## src/rtl/mbox_req_arb.sv

```systemverilog
// MBOX requester arbiter: grants one requester per cycle, with a one-cycle recovery gap and a grant timeout.
// Define MBOX_ARB_RR_EN for round-robin arbitration; when it is undefined, the lowest-index request wins.
module mbox_req_arb #(
  parameter int N_REQ = 4,
  parameter int TMO_W = 8
) (
  input  logic                     clk,
  input  logic                     rst_n,
  input  logic [N_REQ-1:0]         req,
  input  logic                     done,
  input  logic [TMO_W-1:0]         tmo_limit,
  output logic [N_REQ-1:0]         grant,
  output logic [$clog2(N_REQ)-1:0] grant_idx,
  output logic                     busy,
  output logic                     tmo_err
);

  localparam int IDX_W = $clog2(N_REQ);

  typedef enum logic [1:0] {IDLE, GRANT, RECOVER} state_t;

  state_t           state, state_nxt;
  logic [N_REQ-1:0] grant_nxt;
  logic [IDX_W-1:0] grant_idx_nxt;
  logic [IDX_W-1:0] win_idx;
  logic             win_vld;
  logic             tmo_err_nxt;
  logic [TMO_W-1:0] tmo_cnt, tmo_cnt_nxt;
  logic             tmo_hit;

`ifdef MBOX_ARB_RR_EN
  logic [IDX_W-1:0] rr_ptr, rr_ptr_nxt;

  // Search starts one past the previous winner and wraps around.
  always_comb begin
    int k;
    logic [IDX_W-1:0] cand;
    win_vld = 1'b0;
    win_idx = '0;
    k       = 0;
    cand    = '0;
    for (int off = 1; off <= N_REQ; off++) begin
      k    = (int'(rr_ptr) + off) % N_REQ;
      cand = IDX_W'(k);
      if (!win_vld && req[cand]) begin
        win_vld = 1'b1;
        win_idx = cand;
      end
    end
  end
`else
  always_comb begin
    win_vld = 1'b0;
    win_idx = '0;
    for (int i = N_REQ - 1; i >= 0; i--) begin
      if (req[i]) begin
        win_vld = 1'b1;
        win_idx = IDX_W'(i);
      end
    end
  end
`endif

  // A zero limit disables the timeout; the limit is compared live, so a change applies at once.
  assign tmo_hit = (tmo_limit != '0) && (tmo_cnt == tmo_limit);
  assign busy    = (state != IDLE);

  always_comb begin
    state_nxt     = state;
    grant_nxt     = grant;
    grant_idx_nxt = grant_idx;
    tmo_err_nxt   = 1'b0;
    tmo_cnt_nxt   = tmo_cnt;
`ifdef MBOX_ARB_RR_EN
    rr_ptr_nxt    = rr_ptr;
`endif
    unique case (state)
      IDLE: begin
        if (win_vld) begin
          state_nxt          = GRANT;
          grant_nxt          = '0;
          grant_nxt[win_idx] = 1'b1;
          grant_idx_nxt      = win_idx;
          tmo_cnt_nxt        = '0;
`ifdef MBOX_ARB_RR_EN
          rr_ptr_nxt         = win_idx;
`endif
        end
      end
      GRANT: begin
        if (!done && (tmo_cnt != '1)) begin
          tmo_cnt_nxt = tmo_cnt + 1'b1;
        end
        // done takes precedence over a timeout in the same cycle.
        if (done) begin
          state_nxt = RECOVER;
          grant_nxt = '0;
        end else if (tmo_hit) begin
          state_nxt   = RECOVER;
          grant_nxt   = '0;
          tmo_err_nxt = 1'b1;
        end
      end
      RECOVER: begin
        state_nxt = IDLE;
        grant_nxt = '0;
      end
      default: begin
        state_nxt = IDLE;
        grant_nxt = '0;
      end
    endcase
  end

  always_ff @(posedge clk or negedge rst_n) begin
    if (!rst_n) begin
      state     <= IDLE;
      grant     <= '0;
      grant_idx <= '0;
      tmo_err   <= 1'b0;
      tmo_cnt   <= '0;
`ifdef MBOX_ARB_RR_EN
      rr_ptr    <= IDX_W'(N_REQ - 1);
`endif
    end else begin
      state     <= state_nxt;
      grant     <= grant_nxt;
      grant_idx <= grant_idx_nxt;
      tmo_err   <= tmo_err_nxt;
      tmo_cnt   <= tmo_cnt_nxt;
`ifdef MBOX_ARB_RR_EN
      rr_ptr    <= rr_ptr_nxt;
`endif
    end
  end

endmodule

```

## config.mk

```make
export PLATFORM = sky130hd
export DESIGN_NAME = mbox_req_arb
export DESIGN_NICKNAME = d
export VERILOG_FILES = /design/src/rtl/mbox_req_arb.sv
export SDC_FILE = /design/constraint.sdc
export NUM_CORES = 1
export LEC_CHECK = 0
export CORE_UTILIZATION = 50
export DETAILED_ROUTE_END_ITERATION = 10
export PLACE_DENSITY_LB_ADDON = 0.25
export REMOVE_ABC_BUFFERS = 1
export SLEW_MARGIN = 0
export SYNTH_ARGS = -nofsm -noshare
export SYNTH_HDL_FRONTEND = slang
export SYNTH_SLANG_ARGS = --single-unit
```

## constraint.sdc

```tcl
create_clock -name clk -period 2.54 [get_ports clk]
set_input_delay 0.508 -clock clk [delete_from_list [all_inputs] [get_ports clk]]
set_output_delay 0.508 -clock clk [all_outputs]
set_load 0.005 [all_outputs]
```

==> metrics.yaml <==
synth:
  synthesis.area_sq_um: 992
  async_reset_ff_share_pct: 100
  syn_area_per_cell_sq_um: 9.73
  ys_ff_latch: 17
  ys_types: 39
  ys_warn_count: 0
  synth_ff_type: "dfrtp_1"
  synth_cells: 102
  yosysSeqAreaShare_pct: 42.9
  synth_edf_count: 0
power:
  clock_power_share_pct: 14.8
  p_switching_mw: 0.371
  power_leakage_nw: 0.525
  swShare_pct: 37.6
  power_density_nw_per_um2: 791
  ir_drop_mv: 0.559
  sequentialPowerShare_pct: 41.1
  p_comb_share_pct: 44.1
  p_int_mw: 0.617
die:
  core_area_sq_um: 1800
  num_rows: 15
  dieWidth_um: 46.5
  fp.dieArea_sq_um: 2170
  top_level_ports: 23
  start_util_pct: 55.1
  die_h_um: 46.5
worst_setup_path:
  r2r-start: "tmo_cnt[0]"
  cp-end-kind: "output pin"
  cp_max_fo: 10
  worstRegToRegCells: 5
  rrSetupSlack_ns: 0.81
  required_ns: 2.03
  worst-setup-path-type: "flip-flop to output pin"
  arrival_ns: 1.55
  r2r-end: "tmo_cnt[7]"
  setup.worst_path.start_class: "flip-flop"
sta:
  min_period_ns: 2.06
  hold_ws_ns: 0.505
  fin_crit_sh_pct: 81.2
  slew_headroom_pct: 49.2
  clock.fmax_mhz: 485
  finClkSkew_ns: 0.00480
  worst_slew_pin_slew_ns: 0.760
  rsz0062_at_grt: "no"
  hold_viol: 0
  final_max_slew_viol_count: 0
  finalSetupViolCount: 0
  tns_ns: 0
finish:
  final_util_pct: 69.3
  most-common-layout-cells: "clkdlybuf4s50_1 (22), dfrtp_1 (17), nor2_1 (7)"
  seqCellArea_sq_um: 425
  drive_gt1_share_pct: 7.20
  multi_input_area_sq_um: 523
  final_net_count: 142
  final_common_cell: "clkdlybuf4s50_1"
  area_growth_pct: 25.9
  n_fill_cell: 153
  diodes: 0
flow_run:
  cap_viol_max_count: 0
route:
  wl_per_cell_um: 14.2
  antenna_left: 0
  wirelength_mm: 2.12
  vias: 859
  drtIter0Drc: 19
  drc: 0
  vias_per_cell: 5.73
  drt_pass1_iterations: 4
global_route:
  grt_max_degree: 18
  overflow: 0
  grt_usage_pct: 22.5
  grt_pass1_vias: 782
  grt_pass1_wl_mm: 3.39
  antenna_found_initial: 0
clock_network:
  cts_root_buf: "clkbuf_4"
  cts_setup_buffers: 0
  clk_latency_ns: 0.30
  cts_sinks: 17
  cts_resized: 0
  cts_made_buffers: 3
  cts_tree: "built"
  cts_buffer_depth: 2
  ctsHtreeMaxLevel: 1
  cts_hold_buf: 0
  path_clk_slew_ns: 0.10
place:
  hpwl_mm: 1.65
  portBuffers: 22
  gp_congestion: 0.742
min_path:
  min_from: "grant_idx[1]"
  min_path_cells: 1
  hp-class: "flip-flop to flip-flop"
  hold_end: "grant_idx[1]"
run_status:
  status: "completed"
-- worst max-delay path by stage --
stage | end | depth (start not counted) | from
2_1_floorplan | tmo_cnt[7] | 4 | done
3_3_place_gp | tmo_cnt[7] | 5 | done
3_5_place_dp | tmo_cnt[7] | 5 | done
4_1_cts | busy | 2 | state[1]
5_1_grt | busy | 2 | state[1]
6_report | busy | 2 | state[1]
-- Yosys cell counts, types with 2 or more instances --
| master | number | area (sq um) |
|---|---|---|
| xnor2_1 | 6 | 52.6 |
| and3_1 | 3 | 18.8 |
| a211o_1 | 2 | 17.5 |
| nand3_1 | 3 | 15.0 |
| dfrtp_1 | 17 | 425 |
| o21ai_0 | 4 | 20.0 |
| a21oi_1 | 6 | 30.0 |
| nor2_1 | 7 | 26.3 |
| nor3_1 | 2 | 10.0 |
| nand2_1 | 6 | 22.5 |
| o22ai_1 | 2 | 12.5 |
| inv_1 | 6 | 22.5 |
| nand4_1 | 2 | 12.5 |
| nand2b_1 | 2 | 12.5 |
| buf_2 | 2 | 10.0 |
| a31oi_1 | 5 | 31.3 |
| xor2_1 | 2 | 17.5 |
| nor4_1 | 4 | 25.0 |
-- power by group through the flow --
stage / sequential [mW] / clock (mW) / combinational, mW
floorplan: 0.397 / 0 / 0.271
global placement: 0.405 / 0 / 0.426
detailed placement: 0.410 / 0 / 0.437
CTS: 0.405 / 0.152 / 0.440
global route: 0.417 / 0.166 / 0.478
finish: 0.406 / 0.146 / 0.436
-- area by class of cell --
class	count	area share, %
Tap cell	25	2.51
Sequential cell	17	34.1
Timing Repair Buffer	22	17.6
Multi-Input combinational cell	76	41.9
Clock buffer	4	2.10
Inverter	6	1.80
-- per-stage QoR --
stage | instance area, sq um | power [mW] | setup WS (ns) | instances
2_1_floorplan | 971 | 0.668 | 0.930 | 99
4_1_cts | 1250 | 0.997 | 0.465 | 150
6_report | 1250 | 0.988 | 0.479 | 150
3_3_place_gp | 1220 | 0.831 | 0.431 | 146
5_1_grt | 1250 | 1.06 | 0.394 | 150
3_5_place_dp | 1220 | 0.847 | 0.372 | 146
-- worst max-delay path, cell delays in order (launching register included) --
cell and delay, ns:
dfrtp_1 0.39, or2_1 0.30, clkdlybuf4s50_1 0.57
-- per-layer routing --
metal | vias up | global-route usage [%] | part of all wire, %
met1 | 406 | 30.1 | 46
li1 | 428 | - | -
met2 | 20 | 35.8 | 48
met3 | 5 | 3.53 | 4.1
met5 | - | 0 | 0
met4 | 0 | 8.82 | 1.7
-- kinds of logic after synthesis --
logic type / share of synthesized area [%]
compound gates: 23.5
buf+inv: 4.41
fa+ha+maj: 1.26
xor+xnor: 7.06
mux: 1.13
flops: 42.9
simple gates: 19.8
-- sequential cells by signal (all words and copies together) (netlist names) --
| signal | cells |
|---|---|
| tmo_cnt | 8 |
| state | 2 |
| grant | 4 |
| grant_idx | 2 |
| tmo_err | 1 |
Power figures use the tool's default switching activity.
